## src/rtl/control_unit.sv

```systemverilog
// control_unit: multi-cycle FETCH/DECODE/EXEC/MEM/WB sequencer for the RV64-subset datapath.
// Optional retired-instruction counter is built only when INSTR_COUNT_EN is defined.
module control_unit #(
    parameter int unsigned WAIT_MAX = 15,
    parameter int unsigned CNT_W    = 32
) (
    input  logic             clk,
    input  logic             reset,
    input  logic             start,
    input  logic [6:0]       opcode,
    input  logic [2:0]       funct3,
    input  logic [6:0]       funct7,
    input  logic             mem_ready,
    output logic             ir_load,
    output logic             load_en,
    output logic             store_en,
    output logic [1:0]       op_ula,
    output logic             operation_type,
    output logic             ula_entry,
    output logic             pc_en,
    output logic             busy,
    output logic             illegal,
    output logic             mem_err,
    output logic [CNT_W-1:0] instr_count
);

    typedef enum logic [2:0] {
        S_IDLE, S_FETCH, S_DECODE, S_EXEC, S_MEM, S_WB, S_HALT
    } state_t;

    typedef enum logic [2:0] {
        C_LOAD, C_STORE, C_ADD, C_SUB, C_ADDI, C_SUBI, C_NONE
    } iclass_t;

    localparam logic [7:0] WAIT_LAST = 8'(WAIT_MAX - 1);

    state_t     state_q, state_d;
    iclass_t    cls_q, cls_d, dec_cls;
    logic [7:0] wait_q, wait_d;
    logic       illegal_q, illegal_d;
    logic       mem_err_q, mem_err_d;

    always_ff @(posedge clk or negedge reset) begin
        if (!reset) begin
            state_q   <= S_IDLE;
            cls_q     <= C_NONE;
            wait_q    <= '0;
            illegal_q <= 1'b0;
            mem_err_q <= 1'b0;
        end else begin
            state_q   <= state_d;
            cls_q     <= cls_d;
            wait_q    <= wait_d;
            illegal_q <= illegal_d;
            mem_err_q <= mem_err_d;
        end
    end

    always_comb begin
        dec_cls = C_NONE;
        case (opcode)
            7'b0000011: if (funct3 == 3'b011) dec_cls = C_LOAD;
            7'b0100011: if (funct3 == 3'b011) dec_cls = C_STORE;
            7'b0110011: begin
                if (funct3 == 3'b000 && funct7 == 7'b0000000) dec_cls = C_ADD;
                else if (funct3 == 3'b000 && funct7 == 7'b0100000) dec_cls = C_SUB;
            end
            7'b0010011: if (funct3 == 3'b000) dec_cls = C_ADDI;
            7'b0001011: if (funct3 == 3'b000) dec_cls = C_SUBI;
            default:    dec_cls = C_NONE;
        endcase
    end

    always_comb begin
        state_d        = state_q;
        cls_d          = cls_q;
        wait_d         = wait_q;
        illegal_d      = illegal_q;
        mem_err_d      = mem_err_q;
        ir_load        = 1'b0;
        load_en        = 1'b0;
        store_en       = 1'b0;
        pc_en          = 1'b0;
        op_ula         = 2'b00;
        operation_type = 1'b0;
        ula_entry      = 1'b0;

        // ALU controls follow the registered class for the life of the instruction
        if (state_q == S_EXEC || state_q == S_MEM || state_q == S_WB) begin
            case (cls_q)
                C_LOAD, C_STORE: op_ula = 2'b01;
                C_ADD:   begin op_ula = 2'b01; ula_entry = 1'b1; operation_type = 1'b1; end
                C_SUB:   begin op_ula = 2'b00; ula_entry = 1'b1; operation_type = 1'b1; end
                C_ADDI:  begin op_ula = 2'b01; operation_type = 1'b1; end
                C_SUBI:  begin op_ula = 2'b00; operation_type = 1'b1; end
                default: op_ula = 2'b00;
            endcase
        end

        case (state_q)
            S_IDLE:   if (start) state_d = S_FETCH;
            S_FETCH: begin
                ir_load = 1'b1;
                state_d = S_DECODE;
            end
            S_DECODE: begin
                if (dec_cls == C_NONE) begin
                    illegal_d = 1'b1;
                    state_d   = S_HALT;
                end else begin
                    cls_d   = dec_cls;
                    state_d = S_EXEC;
                end
            end
            S_EXEC: begin
                wait_d  = '0;
                state_d = (cls_q == C_LOAD || cls_q == C_STORE) ? S_MEM : S_WB;
            end
            S_MEM: begin
                store_en = (cls_q == C_STORE);
                if (mem_ready) begin
                    if (cls_q == C_STORE) begin
                        pc_en   = 1'b1;
                        state_d = S_FETCH;
                    end else begin
                        state_d = S_WB;
                    end
                end else if (wait_q == WAIT_LAST) begin
                    mem_err_d = 1'b1;
                    state_d   = S_HALT;
                end else begin
                    wait_d = wait_q + 8'd1;
                end
            end
            S_WB: begin
                load_en = 1'b1;
                pc_en   = 1'b1;
                state_d = S_FETCH;
            end
            S_HALT:   state_d = S_HALT;
            default:  state_d = S_IDLE;
        endcase
    end

    assign busy    = (state_q != S_IDLE) && (state_q != S_HALT);
    assign illegal = illegal_q;
    assign mem_err = mem_err_q;

`ifdef INSTR_COUNT_EN
    logic [CNT_W-1:0] cnt_q;

    always_ff @(posedge clk or negedge reset) begin
        if (!reset) cnt_q <= '0;
        else if (pc_en) cnt_q <= cnt_q + CNT_W'(1);
    end

    assign instr_count = cnt_q;
`else
    assign instr_count = '0;
`endif

endmodule
```

## config.mk

```make
export PLATFORM = sky130hd
export DESIGN_NAME = control_unit
export DESIGN_NICKNAME = d
export VERILOG_FILES = /design/src/rtl/control_unit.sv
export SDC_FILE = /design/constraint.sdc
export NUM_CORES = 1
export LEC_CHECK = 0
export CORE_ASPECT_RATIO = 1.25
export CORE_MARGIN = 2
export CORE_UTILIZATION = 49
export DETAILED_ROUTE_END_ITERATION = 16
export DONT_BUFFER_PORTS = 1
export GPL_TIMING_DRIVEN = 0
export PLACE_DENSITY = 0.67
export SKIP_LAST_GASP = 1
export SLEW_MARGIN = 20
export SYNTH_ARGS = -nofsm -noshare
export SYNTH_HDL_FRONTEND = slang
export SYNTH_SLANG_ARGS = --single-unit
```

## constraint.sdc

```tcl
create_clock -name clk -period 1.75 [get_ports clk]
set_clock_uncertainty 0.05 [all_clocks]
set_input_delay 0.35 -clock clk [delete_from_list [all_inputs] [get_ports clk]]
set_output_delay 0.35 -clock clk [all_outputs]
set_load 0.02 [all_outputs]
```

==> results of run 1 <==
-- final cells by class --
type                    count  area [µm²]
clock buffers               4       26.28
multi-input cells         127       824.5
inverters                   6       22.52
flip-flops and latches     16       402.9
repair buffers             11       92.59
well taps                  34       42.54
fillers                   248       953.4
plain buffers              35       262.8
-- state kept, by name, summed over array words and instances (netlist names) --
register  flops
mem_err       1
state_q       3
illegal       1
cls_q         3
wait_q        8
-- placed cells by master (no fill, tap or decap), types with 3 or more instances in the layout --
cell / count
inv_1: 4
xnor2_1: 3
o22ai_1: 3
nand3_1: 4
conb_1: 33
xor2_1: 3
nor2_1: 16
nor4_1: 3
nand2_1: 9
clkbuf_4: 3
ha_1: 3
o21ai_1: 3
buf_4: 43
dfrtp_1: 14
mux2i_1: 4
-- logic make-up after synthesis --
family,share of synthesized area
AND/OR/NAND/NOR,0.2354
buffers and inverters,0.2175
AO/OA/AOI/OAI,0.1186
flip-flops,0.3032
XOR/XNOR,0.04614
multiplexers,0.03861
adder cells (fa/ha/maj),0.03767
other,0.002822
-- layer usage --
metal,GRT usage,up-vias,routed length [µm]
li1,-,555,-
met1,0.2031,529,999
met2,0.3454,33,1578
met3,0.02885,2,162
met4,0.07095,0,21
met5,0,-,0
-- worst max-delay path, delay by kind of cell, from the launching register on --
| kind | cells | cell delay (ns) |
|---|---|---|
| adders and majority gates | 1 | 0.25 |
| buffers and inverters | 1 | 0.07 |
| DFF | 1 | 0.59 |
| and+or+nand+nor | 1 | 0.17 |
-- report_power, final --
group / internal (mW) / leakage (nW) / switching [mW] / total [mW]
clock network: 0.0885 / 0.0150 / 0.121 / 0.209
registers: 0.462 / 0.195 / 0.121 / 0.583
logic: 0.361 / 0.612 / 0.485 / 0.846
-- worst max-delay path by stage --
stage | start | endpoint | slack, ns | depth (start not counted)
after floorplan | state_q[0] | wait_q[3] | -0.08 | 6
after CTS | state_q[0] | wait_q[3] | -0.08 | 6
after global placement | state_q[0] | wait_q[3] | -0.15 | 6
after detailed placement | state_q[0] | wait_q[3] | -0.15 | 6
final | cls_q[2] | operation_type | -0.02 | 3
after global routing | state_q[0] | ir_load | -0.07 | 3
-- what timing repair did --
item | CTS | global route
hold buffers | 1 | 0
setup endpoints to repair | 13 | 15
gates resized for setup | 18 | 10
setup buffers | 8 | 2
pin swaps | 5 | 8
endpoints found under the hold margin | 16 | 0
==> impl_results.md, run 1 <==
* DR pass1 iterations at 4
* Top FF cell, synth: dfrtp_1
* Pwr dens at between 900 and 1000 mW/mm²
* Die H at 62.22 µm
* Final setup violation count at 2
* Initial Util at 0.5057
* Critical Path Slowest Stage Cell: dfstp_2
* Die W at 50.58 µm
* Post-synthesis cell count at 153
* Final wirelength at 2761 µm
* Ranking of synthesized cells by area: dfrtp_1 (26%), buf_4 (19%), nor2_1 (4.8%)
* Yosys Warn Count at 0
* Vias/cell at 4.803
* Worst R2R Start: state_q[2]
* GP Congestion at around 0.75
* WL/cell at roughly 12 µm
* Area delta synth->final at 25.99%
* # IOs at 64
* Non-Filler Instances at between 200 and 250
* Synth Register Bits at 16
* Yosys cell types at 42
* Worst setup margin at -0.02147 ns
* Required @ worst endpoint at approximately 1.4 ns
* Setup slack, reg-to-reg at 0.01 ns
* Clock latency on the worst-skew pair at 0.28 ns
* Synth top area share at 0.2637
* Largest net degree at the start of global routing at 17
* Reg2reg end: wait_q[3]
* Vias at between 1,000 and 1,500
* Ant diodes at 0
* Post-route DRC at 0
* CP Launch Type: register
* CTS tree: yes
* Max frequency at approximately 560 MHz
* Post-route cell area at roughly 0.0017 mm²
* Initial antenna violation count at 0
* Vias in the first global route at between 1,000 and 1,500
* Violated checks: setup timing
* Dpl cell area at 0.001491 mm²
* RSZ-0062 raised after global routing: true
* Clock Pin Slew Worst Setup and Hold Paths at around 0.10 ns
* Critical path's largest stage delay at 0.59 ns
* Hold Vio Cnt, Final at 0
* Worst hold path stage count at 3
* Layout Nets at 225
* Worst Hold Launch: funct3[2]
* Total global-route track usage at 0.1853
* Post-Place Cells at 219
* Leakage at 0.8217 nW
* Final Max Slew Viols at 0
* Worst-margin pin slew at 0.7089 ns
* Post-layout util at 0.6371
* IO Port Bufs at 0
* Syn avg cell area at a little under 9 µm²
* Type of the worst setup path: reg2out
* CTS root buf: clkbuf_4
* Worst rel slew slack at 0.5258
* Share of cells above drive strength 1 at 0.3568
* Hold endpoint: cls_q[2]
* Initial DRC count at 12
* Max IR drop VDD at 0.5028 mV
* Htree depth at 1
* Number of CTS-inserted buffers at 3
* Final Critical Period at 1.771 ns
* EDFF count, synth at 0
* Crit path DAT at 1.37 ns
* Place WS at -0.1520 ns
* Leading area contributor after synthesis: dfrtp_1
* Min-Delay Path Class: in2reg
* Die ar. at about 0.0031 mm²
* Min Hold Slack at 0.2187 ns
* Post-synthesis async set-or-reset flop share at 1.000
* HPWL after detailed placement at 2089 µm
* CTS max path bufs at 2
* Worst-case reg-to-reg path depth at 6
* CP Max Fanout at 4
* Grt ovf at 0
* Max-Cap Viols at 0
* Core Area at 0.002628 mm²
* Post-DRT Antenna Nets at 0
* Pwr Total at 1.638 mW
* Synth cell count leaders: buf_4 (33), nor2_1 (17), dfrtp_1 (14)
* Crit share post-route at 1.012
* Critical path cell sequence: inv_2 -> ha_4 -> and2_4
* First-pass GRT wire length at 4664 µm
* Top-count cell post-synth: buf_4
* Netlist Area Pre-Place at 0.001329 mm²
* Run status: finished with violations
* Clock sinks at 16
* Row count at 21
* Critical path capture point type: output pin
* TNS Setup at -0.03551 ns
* Seq/Total Area, Yosys at 0.3032
(Power assumes the default switching activity.)
==> run 2: changes to the inputs <==
Settings changed: CAP_MARGIN from default to 10, MAX_ROUTING_LAYER from default to met4.
Clock period 1.75 ns to 1.55 ns, I/O delays scaled along.
==> run 2 against run 1 <==
The run still ends with setup timing left. Flip-flop and latch count stayed put. Via count rose by 3.9%. Global-route usage rose by 0.45 points. Register-to-register slack worse by 0.25 ns. First-iteration DRC count unchanged. Critical endpoint is now wait_q[3]. Largest cell class unchanged. Highest routed layer is now met3.
==> impl_results.md, run 2 (synthesized netlist as in run 1, its figures left out) <==
* CP Launch Type: register (unchanged)
* Min Hold Slack at 0.1983 ns (was 0.2187 ns)
* Share of cells above drive strength 1 at 0.4059 (was 0.3568)
* Min-Delay Path Class: in2reg (unchanged)
* CP Max Fanout at 3 (was 4)
* Initial antenna violation count at 0 (unchanged)
* Max FFs per register at 8 (unchanged)
* Post-route cell area at 0.001817 mm² (was 0.001674 mm²)
* Area delta synth->final at 36.72% (was 25.99%)
* Number of CTS-inserted buffers at 3 (unchanged)
* Setup slack, reg-to-reg at -0.24 ns (was 0.01 ns)
* Max frequency at 559.8 MHz
* RSZ-0062 raised after global routing: true (unchanged)
* Die ar. at 0.003147 mm² (unchanged)
* Hold Vio Cnt, Final at 0 (unchanged)
* Die H at 62.22 µm (unchanged)
* Critical Path Slowest Stage Cell: or4b_4 (was dfstp_2)
* DR pass1 iterations at 5 (was 4)
* Worst-margin pin slew at 0.7753 ns (was 0.7089 ns)
* Pwr Total at 2.100 mW (was 1.638 mW)
* Clock Pin Slew Worst Setup and Hold Paths at 0.09 ns (was 0.10 ns)
* WL/cell at 12.67 µm (was 11.85 µm)
* Layout Nets at 228 (was 225)
* CTS root buf: clkbuf_4 (unchanged)
* Initial Util at 0.5057 (unchanged)
* Largest net degree at the start of global routing at 17 (unchanged)
* GP Congestion at 0.7908 (was 0.7513)
* Initial DRC count at 12 (unchanged)
* Final setup violation count at 16 (was 2)
* Type of the worst setup path: reg2reg (was reg2out)
* Core Area at 0.002628 mm² (unchanged)
* IO Port Bufs at 0 (unchanged)
* Grt ovf at 0 (unchanged)
* Critical path cell sequence: or4b_4 -> a41oi_4 -> and4_1 -> xnor2_1 -> nor2_1 (was inv_2 -> ha_4 -> and2_4)
* Required @ worst endpoint at 1.66 ns (was 1.35 ns)
* Worst rel slew slack at 0.4814 (was 0.5258)
* Final Max Slew Viols at 0 (unchanged)
* Vias at 1,163 (was 1,119)
* Top flop regs: wait_q: 8 flops, cls_q: 3 flops, state_q: 3 flops (unchanged)
* Max-Cap Viols at 0 (unchanged)
* Worst-case reg-to-reg path depth at 5 (was 6)
* Vias in the first global route at 1,158 (was 1,105)
* First-pass GRT wire length at 4657 µm (was 4664 µm)
* Final wirelength at 2991 µm (was 2761 µm)
* Total global-route track usage at 0.1898 (was 0.1853)
* Worst hold path stage count at 3 (unchanged)
* HPWL after detailed placement at 2123 µm (was 2089 µm)
* Run status: finished with violations (unchanged)
* Leakage at 0.8903 nW (was 0.8217 nW)
* Dpl cell area at 0.001510 mm² (was 0.001491 mm²)
* Htree depth at 1 (unchanged)
* Pwr dens at 1156 mW/mm² (was 978.5 mW/mm²)
* CTS tree: yes (unchanged)
* Clock sinks at 16 (unchanged)
* Commonest non-fill, non-tap cell in the layout: buf_4 (unchanged)
* Critical path capture point type: register (was output pin)
* Post-DRT Antenna Nets at 0 (unchanged)
* Vias/cell at 4.928 (was 4.803)
* Crit path DAT at 1.90 ns (was 1.37 ns)
* Final Critical Period at 1.786 ns
* Worst setup margin at -0.2364 ns (was -0.02147 ns)
* # IOs at 64 (unchanged)
* Max IR drop VDD at 0.6517 mV (was 0.5028 mV)
* Crit share post-route at 1.152
* Die W at 50.58 µm (unchanged)
* Row count at 21 (unchanged)
* Post-route DRC at 0 (unchanged)
* CTS max path bufs at 2 (unchanged)
* Ant diodes at 0 (unchanged)
* Clock latency on the worst-skew pair at 0.28 ns (about the same)
* Violated checks: setup timing (unchanged)
* Largest Register: wait_q (unchanged)
* Most frequent cells in the layout: buf_4 (44), conb_1 (33), nor2_1 (14), dfrtp_1 (14), nand2_1 (10) (was buf_4 (43), conb_1 (33), nor2_1 (16))
* Critical path's largest stage delay at 0.62 ns (was 0.59 ns)
[run 2: cell types whose count changed in the layout (fill, tap and decap cells not counted), moves of 2 or more]
cell,change
clkbuf_8,+2
nor4_4,+2
nor3_2,-2
nor3_4,+2
nand3_1,-2
nor2_4,+2
nor2_1,-2
[run 2: per-stage QoR]
stage	setup WS (ns)	setup TNS (ns)	utilization	cells
after floorplan	-0.2788	-0.9829	-	185
after CTS	-0.2663	-2.764	0.6748	233
after global routing	-0.2990	-3.538	0.6914	236
after global placement	-0.3569	-2.788	0.5748	219
after detailed placement	-0.3696	-3.320	0.5748	219
final	-0.2364	-2.484	0.6914	236
[run 2: area by class of cell]
class,count,area [µm²]
Clock buffer,4,36.28
Inverter,6,26.28
Tap cell,34,42.54
Fill cell,221,810.8
Buffer,35,269.0
Timing Repair Buffer,14,118.9
Sequential cell,16,402.9
Multi-Input combinational cell,127,920.9
[run 2: path summary, 6_finish.rpt]
kind	start	to
max	state_q[0]	wait_q[3]
min	funct3[2]	cls_q[2]
max reg2reg	state_q[0]	wait_q[3]
min reg2reg	cls_q[1]	cls_q[1]
max in group asynchronous	reset	wait_q[2]
min in group asynchronous	reset	wait_q[5]
[run 2: layer usage]
layer | track usage | part of all wire | wire length (µm)
met5 | - | 0 | 0
met4 | 0.03041 | 0 | 0
met3 | 0.03365 | 0.060 | 180
met2 | 0.3766 | 0.59 | 1769
met1 | 0.1877 | 0.35 | 1041
[run 2: worst max-delay path: cells and delay by family (launching register included)]
| family | cells | cell delay, ns |
|---|---|---|
| simple gates | 3 | 0.89 |
| flops | 1 | 0.43 |
| compound gates | 1 | 0.20 |
| xor+xnor | 1 | 0.11 |
[run 2: repair_timing]
item	in CTS	in global routing
buffers inserted	10	4
gates resized for setup	36	5
endpoints found under the hold margin	16	0
pin swaps	5	9
hold buffers	1	0
endpoints found under the setup margin	18	21
[run 2: power by group]
group	leakage (nW)	switching [mW]	internal, mW
Sequential	0.195	0.152	0.521
Combinational	0.674	0.640	0.517
Clock	0.0210	0.127	0.143
